**src/rtl/coin_acceptor_front.sv**
```systemverilog
// Coin-slot front end: synchronizes and debounces four coin sensors, enforces
// per-denomination stack capacity, queues accepted coins and hands them to the
// changer as one-hot single-cycle insert pulses whenever the changer is idle.
module coin_acceptor_front #(
    parameter int DEBOUNCE_CYCLES = 4,
    parameter int FIFO_DEPTH      = 4,
    parameter int MAX_NICKELS     = 10,
    parameter int MAX_DIMES       = 5,
    parameter int MAX_QUARTERS    = 3,
    parameter int MAX_DOLLARS     = 1
) (
    input  logic       clock,
    input  logic       reset,
    input  logic       nickel_in,
    input  logic       dime_in,
    input  logic       quarter_in,
    input  logic       dollar_in,
    input  logic       busy,
    input  logic       clear_credit,
    output logic       nickel,
    output logic       dime,
    output logic       quarter,
    output logic       dollar,
    output logic       coin_reject,
    output logic [8:0] credit,
    output logic       fifo_full,
    output logic       fifo_empty
);

    localparam int AW = (FIFO_DEPTH > 2) ? $clog2(FIFO_DEPTH) : 1;
    localparam int DW = $clog2(DEBOUNCE_CYCLES + 1);

    localparam logic [DW-1:0] DB_LAST  = DW'(DEBOUNCE_CYCLES - 1);
    localparam logic [DW-1:0] DB_ONE   = DW'(1);
    localparam logic [DW-1:0] DB_ZERO  = DW'(0);
    localparam logic [AW-1:0] PTR_ONE  = AW'(1);
    localparam logic [AW:0]   CNT_FULL = (AW+1)'(FIFO_DEPTH);
    localparam logic [AW:0]   CNT_ZERO = (AW+1)'(0);
    localparam logic [AW:0]   CNT_ONE  = (AW+1)'(1);

    // Debounce FSM encoding
    localparam logic [1:0] ST_IDLE  = 2'b00;
    localparam logic [1:0] ST_ARMED = 2'b01;
    localparam logic [1:0] ST_HELD  = 2'b10;

    // Coin codes double as bit positions in the channel vectors
    localparam logic [1:0] CODE_NICKEL  = 2'd0;
    localparam logic [1:0] CODE_DIME    = 2'd1;
    localparam logic [1:0] CODE_QUARTER = 2'd2;
    localparam logic [1:0] CODE_DOLLAR  = 2'd3;

    function automatic logic [8:0] coin_value(input logic [1:0] code);
        case (code)
            CODE_NICKEL:  coin_value = 9'd5;
            CODE_DIME:    coin_value = 9'd10;
            CODE_QUARTER: coin_value = 9'd25;
            CODE_DOLLAR:  coin_value = 9'd100;
            default:      coin_value = 9'd0;
        endcase
    endfunction

    function automatic logic [7:0] coin_max(input logic [1:0] code);
        case (code)
            CODE_NICKEL:  coin_max = 8'(MAX_NICKELS);
            CODE_DIME:    coin_max = 8'(MAX_DIMES);
            CODE_QUARTER: coin_max = 8'(MAX_QUARTERS);
            CODE_DOLLAR:  coin_max = 8'(MAX_DOLLARS);
            default:      coin_max = 8'd0;
        endcase
    endfunction

    logic [3:0]    raw_s;
    logic [3:0]    sync_meta_r;
    logic [3:0]    sync_r;
    logic [3:0]    qualify_s;
    logic [3:0]    pending_r;
    logic [3:0]    grant_s;
    logic          sel_valid_s;
    logic [1:0]    sel_code_s;
    logic          accept_s;
    logic          reject_s;
    logic          pop_s;
    logic [7:0]    count_r [4];
    logic [1:0]    mem_r [FIFO_DEPTH];
    logic [AW-1:0] wr_ptr_r;
    logic [AW-1:0] rd_ptr_r;
    logic [AW:0]   fifo_cnt_r;
    logic [AW:0]   fifo_cnt_s;
    logic [1:0]    head_code_s;
    logic [3:0]    pulse_r;

    assign raw_s = {dollar_in, quarter_in, dime_in, nickel_in};

    // Two-flop synchronizer for the asynchronous sensor levels
    always_ff @(posedge clock or posedge reset) begin
        if (reset) begin
            sync_meta_r <= 4'b0000;
            sync_r      <= 4'b0000;
        end else begin
            sync_meta_r <= raw_s;
            sync_r      <= sync_meta_r;
        end
    end

    for (genvar g = 0; g < 4; g++) begin : g_db
        logic [1:0]    state_r;
        logic [1:0]    state_s;
        logic [DW-1:0] cnt_r;
        logic [DW-1:0] cnt_s;
        logic          hit_s;

        // Next-state logic: qualify after a stable-high run, re-arm only after a stable-low run
        always_comb begin
            state_s = state_r;
            cnt_s   = cnt_r;
            hit_s   = 1'b0;
            case (state_r)
                ST_IDLE: begin
                    if (sync_r[g]) begin
                        state_s = ST_ARMED;
                        cnt_s   = DB_ONE;
                    end else begin
                        cnt_s   = DB_ZERO;
                    end
                end
                ST_ARMED: begin
                    if (!sync_r[g]) begin
                        state_s = ST_IDLE;
                        cnt_s   = DB_ZERO;
                    end else if (cnt_r == DB_LAST) begin
                        state_s = ST_HELD;
                        cnt_s   = DB_ZERO;
                        hit_s   = 1'b1;
                    end else begin
                        cnt_s   = cnt_r + DB_ONE;
                    end
                end
                ST_HELD: begin
                    if (sync_r[g]) begin
                        cnt_s   = DB_ZERO;
                    end else if (cnt_r == DB_LAST) begin
                        state_s = ST_IDLE;
                        cnt_s   = DB_ZERO;
                    end else begin
                        cnt_s   = cnt_r + DB_ONE;
                    end
                end
                default: begin
                    state_s = ST_IDLE;
                    cnt_s   = DB_ZERO;
                end
            endcase
        end

        // Debounce state and run-length counter
        always_ff @(posedge clock or posedge reset) begin
            if (reset) begin
                state_r <= ST_IDLE;
                cnt_r   <= DB_ZERO;
            end else begin
                state_r <= state_s;
                cnt_r   <= cnt_s;
            end
        end

        assign qualify_s[g] = hit_s;
    end

    // Fixed-priority arbiter over pending coins; stalls during a credit clear
    always_comb begin
        grant_s     = 4'b0000;
        sel_valid_s = 1'b0;
        sel_code_s  = CODE_NICKEL;
        if (clear_credit) begin
            sel_valid_s = 1'b0;
        end else if (pending_r[3]) begin
            grant_s = 4'b1000; sel_valid_s = 1'b1; sel_code_s = CODE_DOLLAR;
        end else if (pending_r[2]) begin
            grant_s = 4'b0100; sel_valid_s = 1'b1; sel_code_s = CODE_QUARTER;
        end else if (pending_r[1]) begin
            grant_s = 4'b0010; sel_valid_s = 1'b1; sel_code_s = CODE_DIME;
        end else if (pending_r[0]) begin
            grant_s = 4'b0001; sel_valid_s = 1'b1; sel_code_s = CODE_NICKEL;
        end else begin
            sel_valid_s = 1'b0;
        end
    end

    // Accept/reject decision, emission enable and next queue occupancy
    always_comb begin
        accept_s    = sel_valid_s && (count_r[sel_code_s] < coin_max(sel_code_s))
                      && (fifo_cnt_r != CNT_FULL);
        reject_s    = sel_valid_s && !accept_s;
        pop_s       = !clear_credit && !busy && (fifo_cnt_r != CNT_ZERO);
        head_code_s = mem_r[rd_ptr_r];
        case ({accept_s, pop_s})
            2'b10:   fifo_cnt_s = fifo_cnt_r + CNT_ONE;
            2'b01:   fifo_cnt_s = fifo_cnt_r - CNT_ONE;
            default: fifo_cnt_s = fifo_cnt_r;
        endcase
    end

    // Pending flags: a granted flag clears, newly qualified coins set theirs
    always_ff @(posedge clock or posedge reset) begin
        if (reset) begin
            pending_r <= 4'b0000;
        end else begin
            pending_r <= (pending_r & ~grant_s) | qualify_s;
        end
    end

    // Accepted-coin queue; a credit clear flushes it
    always_ff @(posedge clock or posedge reset) begin
        if (reset) begin
            wr_ptr_r   <= '0;
            rd_ptr_r   <= '0;
            fifo_cnt_r <= CNT_ZERO;
            fifo_full  <= 1'b0;
            fifo_empty <= 1'b1;
            for (int i = 0; i < FIFO_DEPTH; i++) begin
                mem_r[i] <= 2'b00;
            end
        end else if (clear_credit) begin
            wr_ptr_r   <= '0;
            rd_ptr_r   <= '0;
            fifo_cnt_r <= CNT_ZERO;
            fifo_full  <= 1'b0;
            fifo_empty <= 1'b1;
        end else begin
            if (accept_s) begin
                mem_r[wr_ptr_r] <= sel_code_s;
                wr_ptr_r        <= wr_ptr_r + PTR_ONE;
            end
            if (pop_s) begin
                rd_ptr_r <= rd_ptr_r + PTR_ONE;
            end
            fifo_cnt_r <= fifo_cnt_s;
            fifo_full  <= (fifo_cnt_s == CNT_FULL);
            fifo_empty <= (fifo_cnt_s == CNT_ZERO);
        end
    end

    // Insert pulses, reject pulse, delivered credit and per-type stack counts
    always_ff @(posedge clock or posedge reset) begin
        if (reset) begin
            pulse_r     <= 4'b0000;
            coin_reject <= 1'b0;
            credit      <= 9'd0;
            for (int i = 0; i < 4; i++) begin
                count_r[i] <= 8'd0;
            end
        end else if (clear_credit) begin
            pulse_r     <= 4'b0000;
            coin_reject <= (fifo_cnt_r != CNT_ZERO);
            credit      <= 9'd0;
            for (int i = 0; i < 4; i++) begin
                count_r[i] <= 8'd0;
            end
        end else begin
            pulse_r     <= pop_s ? (4'b0001 << head_code_s) : 4'b0000;
            coin_reject <= reject_s;
            if (pop_s) begin
                credit <= credit + coin_value(head_code_s);
            end
            if (accept_s) begin
                count_r[sel_code_s] <= count_r[sel_code_s] + 8'd1;
            end
        end
    end

    assign {dollar, quarter, dime, nickel} = pulse_r;

endmodule
```
**config.mk**
```make
export PLATFORM = sky130hd
export DESIGN_NAME = coin_acceptor_front
export DESIGN_NICKNAME = d
export VERILOG_FILES = /design/src/rtl/coin_acceptor_front.sv
export SDC_FILE = /design/constraint.sdc
export NUM_CORES = 1
export LEC_CHECK = 0
export ABC_CLOCK_PERIOD_IN_PS = 9890
export CAP_MARGIN = 20
export CORE_AREA = 2 2 106 108
export DETAILED_ROUTE_END_ITERATION = 7
export DIE_AREA = 0 0 108 110
export HOLD_SLACK_MARGIN = 0.02
export PLACE_DENSITY = 0.67
export SLEW_MARGIN = 20
export SYNTH_ARGS = -nofsm -noshare
export SYNTH_HDL_FRONTEND = slang
export SYNTH_SLANG_ARGS = --single-unit
```
**constraint.sdc**
```tcl
create_clock -name clock -period 9.89 [get_ports clock]
set_clock_uncertainty 0.15 [all_clocks]
set_input_delay 1.978 -clock clock [delete_from_list [all_inputs] [get_ports clock]]
set_output_delay 1.978 -clock clock [all_outputs]
set_load 0.03 [all_outputs]
```
==> run metrics <==
status finished, final reports clean; Post-CTS Setup Inserts 0; Via-to-Cell Ratio 5.41; Post-DRT Antenna Nets 0; Post-Route WL 9250 um; fin crit share about three fifths; mapped cell area approximately 0.0047 mm2; r2r setup slk 5.13 ns; Post-CTS Hold Buffers 0; core area ~0.011 mm2; LEAKAGE around 0.0024 uW; Critical Path RT slightly above 10 ns; DRC viols 0; CTS clock-pin slew for the worst setup and hold paths 0.09 ns; number of setup violations in the final report 0; fillcell total 970; Post-Synthesis Cells 438; fmax 0.172 GHz; maxcap violations 0; clk sinks 95; Setup TNS 0 ns; largest cells by area after synthesis dfrtp_1 (50%), ha_1 (6.6%), nor2b_1 (3.0%), nor2_1 (2.9%), nand2_1 (2.4%); number of distinct library cells after synthesis between 60 and 70; CP max FO 63; Comb pwr share between 20% and 30%; Port-buffer cells 23; relative slew slack 42.0%; post-DP HPWL roughly 6400 um; CP max-delay cell buf_4; Period minus WS final between 5 and 6 ns; number of synthesized register bits 95; Data arrival, critical path 5.98 ns; fin nets about 490; ys async rst share 100%; Final GP Congestion around 0.89; TritonCTS clock tree built; sequential element share of the synthesized area 50.4%; GRT Resource Usage Total between 10% and 20%; layout cells sized above 1 about a tenth; Clock power frac between 20% and 30%; Hold WC Path Type flip-flop to flip-flop; gr ovfl total 0; element type at the critical path end flip-flop; via count of the first global-routing pass about 3300; first-pass GRT wire length 15900 um; worst IR drop on VDD just over 0.00008 V; sequential power share a little under 50%; clk buf depth 2; Post-synth top cells dfrtp_1 (94), nor2_1 (37), nand2_1 (30), ha_1 (25), nor2b_1 (23); max-slew violations 0; Die ar. roughly 0.012 mm2; H-tree depth 3; antenna violations before repair 0; io pins 24; most common cell in the netlist dfrtp_1; Mapped Avg Cell Area between 10 and 15 um2; routed len/inst approximately 15 um; Most used DFF post-synth dfrtp_1; Yosys top cell area share between 40% and 50%; CP Class primary input to flip-flop; CP bufs+invs 5; Yosys warning count 0; root buffer cell clkbuf_8; die width approximately 110 um; Sw Ratio a little under a third; site row count 38; syn_nets around 470; synthesis-to-finish area growth 11.3%; Critical Path Source Type primary input; Critical Path Max Stage Delay about 0.53 ns; Initial Utilization around 44%; Hold WS 0.203 ns; pin count of the biggest net entering global routing 64; Die Height between 100 and 150 um; Slew @ Worst Pin between 0.8 and 0.9 ns; RSZ-0062 raised after global routing no; Synth area leader dfrtp_1; initial drt markers about 220; CTS buffer count 9; First-pass DRT Iterations 5; CP top delay family simple AND/OR/NAND/NOR gates; pwr/cell area around 170 mW/mm2; Fin. Hold Viols 0; internal power 619 uW; P_sw approximately 290 uW; CP cell instances buf_2, buf_4, a221oi_1, or2_2, ha_1, a211oi_1, and4_1, nand4_1, nor4_4, buf_4, inv_1, ha_1, inv_1, fa_1, xor2_1, nor2_1, xnor2_1, or2_2, nor2b_1; number of antenna diodes 0; Vias around 3300; number of synthesized flops with an enable pin 0; Post-CTS Resized 0; clk_lat worst skew between 0.3 and 0.4 ns
[through the flow]
stage               area, um2  total power, uW  util [%]  instances  setup WS (ns)
finish                   5260              908      49.1        604           4.07
global route             5260              971      49.1        604           3.74
CTS                      5260              919      49.1        604           4.15
detailed placement       5070              679      47.4        588           3.76
global placement         5070              672      47.4        588           3.98
floorplan                4720              617         -        438           3.70
[layout by cell type, fill, tap and decap left out, types with 8 or more instances in the layout]
cell type / n
a21oi_1: 19
and3_1: 11
clkbuf_8: 11
clkdlybuf4s50_1: 22
dfrtp_1: 94
ha_1: 25
inv_1: 19
mux2_2: 8
mux2i_1: 9
nand2_1: 30
nor2_1: 37
nor2b_1: 23
o21ai_0: 19
[cell families (layout without fill, tap and decap cells)]
group                      after synthesis  count (layout)  synth area share (%)
and+or+nand+nor                        156             156                  18.4
DFF                                     95              95                  50.4
AOI/OAI and AO/OA                       90              90                  13.1
buffers and inverters                   38              64                  3.47
adders and majority gates               27              27                  7.47
muxes                                   19              19                  4.77
xor gates and xnor gates                13              13                  2.41
[sequential cells by signal (all words and copies together), names as in the netlist, 3 cells and up]
register,cells
mem_r,8
sync_r,4
credit,9
pending_r,4
g_db.state_r,8
g_db.cnt_r,12
fifo_cnt_r,3
pulse_r,4
count_r,32
sync_meta_r,4
[power groups by stage]
| stage | Sequential (uW) | Combinational [uW] | Clock [uW] |
|---|---|---|---|
| 2_1_floorplan | 458 | 159 | 0 |
| 3_3_place_gp | 451 | 221 | 0 |
| 3_5_place_dp | 452 | 227 | 0 |
| 4_1_cts | 445 | 227 | 247 |
| 5_1_grt | 449 | 258 | 265 |
| 6_report | 445 | 226 | 238 |
[routing by layer]
layer / up-vias / share of wire (%) / GRT usage, %
li1: 1596 / - / -
met4: 0 / 2.1 / 7.33
met1: 1608 / 48 / 23.4
met3: 15 / 2.5 / 2.82
met5: - / 0 / 0
met2: 47 / 47 / 27.3
[path summary, 6_finish.rpt]
check | startpoint | to | depth (start not counted)
worst max-delay path | clear_credit | fifo_full$_DFF_PP0_ | 19
worst min-delay path | sync_meta_r[1]$_DFF_PP0_ | sync_r[1]$_DFF_PP0_ | 0
worst max register to register | pending_r[3]$_DFF_PP0_ | fifo_full$_DFF_PP0_ | 19
worst min register to register | sync_meta_r[1]$_DFF_PP0_ | sync_r[1]$_DFF_PP0_ | 0
max in group asynchronous | reset | pulse_r[3]$_DFF_PP0_ | 3
min in group asynchronous | reset | sync_r[2]$_DFF_PP0_ | 2
[layout make-up]
cell class | instances | area (um2) | area share [%]
Clock buffer | 12 | 155 | 2.95
Multi-Input combinational cell | 305 | 2180 | 41.5
Timing Repair Buffer | 28 | 263 | 5.00
Sequential cell | 95 | 2380 | 45.2
Clock inverter | 4 | 27.5 | 0.524
Tap cell | 140 | 175 | 3.33
Inverter | 20 | 77.6 | 1.48
(Power assumes the default switching activity.)
==> patch: new RTL, config.mk and constraints unchanged <==
Change the parameter `DEBOUNCE_CYCLES` from 4 to 8.
--- a/src/rtl/coin_acceptor_front.sv
+++ b/src/rtl/coin_acceptor_front.sv
@@ -2,7 +2,7 @@
 // per-denomination stack capacity, queues accepted coins and hands them to the
 // changer as one-hot single-cycle insert pulses whenever the changer is idle.
 module coin_acceptor_front #(
-    parameter int DEBOUNCE_CYCLES = 4,
+    parameter int DEBOUNCE_CYCLES = 8,
     parameter int FIFO_DEPTH      = 4,
     parameter int MAX_NICKELS     = 10,
     parameter int MAX_DIMES       = 5,
Behaviour: not the same (a bounded check fails within 10 cycles, from zero or initial values and one cycle with reset high).
==> patch against the unedited design <==
- sequential cell count rose by 4
- fmax fell by 1.9%
- routed wire length rose by 1.4%
- final area rose by 5.8%
- non-clock buffer count fell by 2
- count of clock-buffer cells in the layout fell by 2
- setup slack got worse by 0.12 ns
- global-route usage rose by 0.62 points
- area after synthesis rose by 7.1%
- highest routed layer unchanged
Power is not compared: it rests on default switching activity, and its combinational part moved more than twofold at a synthesized area within 25%.
==> patch: results (changes against the unedited design) <==
stage,metric,value,unit,change
finish,drive_above_1_share,10.8,%,was 10.6%
critical_path,r2r_slack,5.33,ns,was 5.13 ns
finish,multiInputGateArea,2370,um2,was 2180 um2
drt,wirelength,9380,um,was 9250 um
logic_synthesis,synth_common_cells,"98 x dfrtp_1, 44 x nand2_1, 40 x nor2_1",,"was 94 x dfrtp_1, 37 x nor2_1, 30 x nand2_1"
finish,clock_buffer_count,10,,was 12
drt,firstDrtPassIters,5,,unchanged
logic_synthesis,synth_cell_type_count,71,,was 61
finish,inverters_excl_clock,23,,was 20
status,status,"complete, no violations",,unchanged
critical_path,path_max_fanout,52,,was 63
finish,nets,538,,was 494
placed_design,place_hpwl,6480,um,was 6370 um
critical_path,cp_slowest_cell,inv_1,,was buf_4
hold_path,min_from,sync_meta_r[3]$_DFF_PP0_,,was sync_meta_r[1]$_DFF_PP0_
critical_path,cp.arrival,6.10,ns,was 5.98 ns
finish,fill_cells,964,,was 970
power_and_ir_drop,power_switching,0.189,mW,
critical_path,critical_path.top_delay_family,buffers and inverters,,was simple AND/OR/NAND/NOR gates
hold_path,hold_end,sync_r[3]$_DFF_PP0_,,was sync_r[1]$_DFF_PP0_
finish,reg_top3,"count_r: 32 flops, g_db.cnt_r: 16 flops, credit: 9 flops",,"was count_r: 32 flops, g_db.cnt_r: 12 flops, credit: 9 flops"
logic_synthesis,syn_nets,520,,was 473
finish,num-multi-input-gates,344,,was 305
logic_synthesis,synthTopCellsByArea,"dfrtp_1 48%, ha_1 6.2%, a21oi_1 3.3%",,"was dfrtp_1 50%, ha_1 6.6%, nor2b_1 3.0%"
logic_synthesis,synth_mux_area_share,3.71,%,was 4.77%
logic_synthesis,synth_compound_area_share,13.6,%,was 13.1%
finish,clkCellAreaFrac,3.58,%,was 3.47%
placed_design,place.gp.congestion,0.831,,was 0.891
logic_synthesis,synthAdderAreaFrac,6.98,%,was 7.47%
timing,tightest_slew,0.796,ns,was 0.862 ns
logic_synthesis,synthXorXnorAreaFrac,3.12,%,was 2.41%
logic_synthesis,synth_seq_cells,99,,was 95
finish,buffers,26,,was 28
global_route,grtUsageTotal,17.8,%,was 17.1%
timing,holdWs,0.207,ns,was 0.203 ns
finish,buffer_area_share,4.45,%,was 5.00%
critical_path,slowest_delay,0.53,ns,about the same
drt,vias,3494,,"was 3,266"
finish,seq_share,44.5,%,was 45.2%
placed_design,port_buffers,23,,unchanged
logic_synthesis,ys_seq_area_share,49.0,%,was 50.4%
critical_path,rr_worst_depth,17,,was 19
global_route,grt_pass1_wl,16400,um,"was 15,900 um"
drt,drt_iter0_markers,208,,was 216
-- patch: layer usage --
metal / share of wire (%) / vias up / wire length, um / GRT usage [%]
met3: 3.4 / 16 / 317 / 3.06
li1: - / 1730 / - / -
met4: 2.5 / 0 / 235 / 8.88
met2: 46 / 66 / 4290 / 27.9
met1: 48 / 1682 / 4540 / 23.9
met5: 0 / - / 0 / 0
-- patch: power groups by stage --
stage | logic, mW | clock network, mW | registers, mW
4_1_cts | 0.0656 | 0.273 | 0.420
6_report | 0.0645 | 0.264 | 0.420
3_5_place_dp | 0.0653 | 0 | 0.428
5_1_grt | 0.0734 | 0.292 | 0.421
3_3_place_gp | 0.0633 | 0 | 0.427
2_1_floorplan | 0.0482 | 0 | 0.427
-- patch: how the worst max path moves through the flow --
stage | startpoint | endpoint | slack (ns) | cells after the start
2_1_floorplan | clear_credit | fifo_full$_DFF_PP0_ | 4.69 | 16
3_3_place_gp | clear_credit | fifo_full$_DFF_PP0_ | 3.66 | 17
3_5_place_dp | clear_credit | fifo_full$_DFF_PP0_ | 3.56 | 17
4_1_cts | clear_credit | fifo_full$_DFF_PP0_ | 3.97 | 17
5_1_grt | clear_credit | fifo_full$_DFF_PP0_ | 3.70 | 17
6_report | clear_credit | fifo_full$_DFF_PP0_ | 3.96 | 17
-- patch: through the flow --
step	std cells	setup slack (ns)	cell area, um2	total power, mW
5_1_grt	648	3.70	5560	0.786
2_1_floorplan	485	4.69	5060	0.476
4_1_cts	648	3.97	5560	0.758
3_3_place_gp	632	3.66	5370	0.491
3_5_place_dp	632	3.56	5370	0.493
6_report	648	3.96	5560	0.748
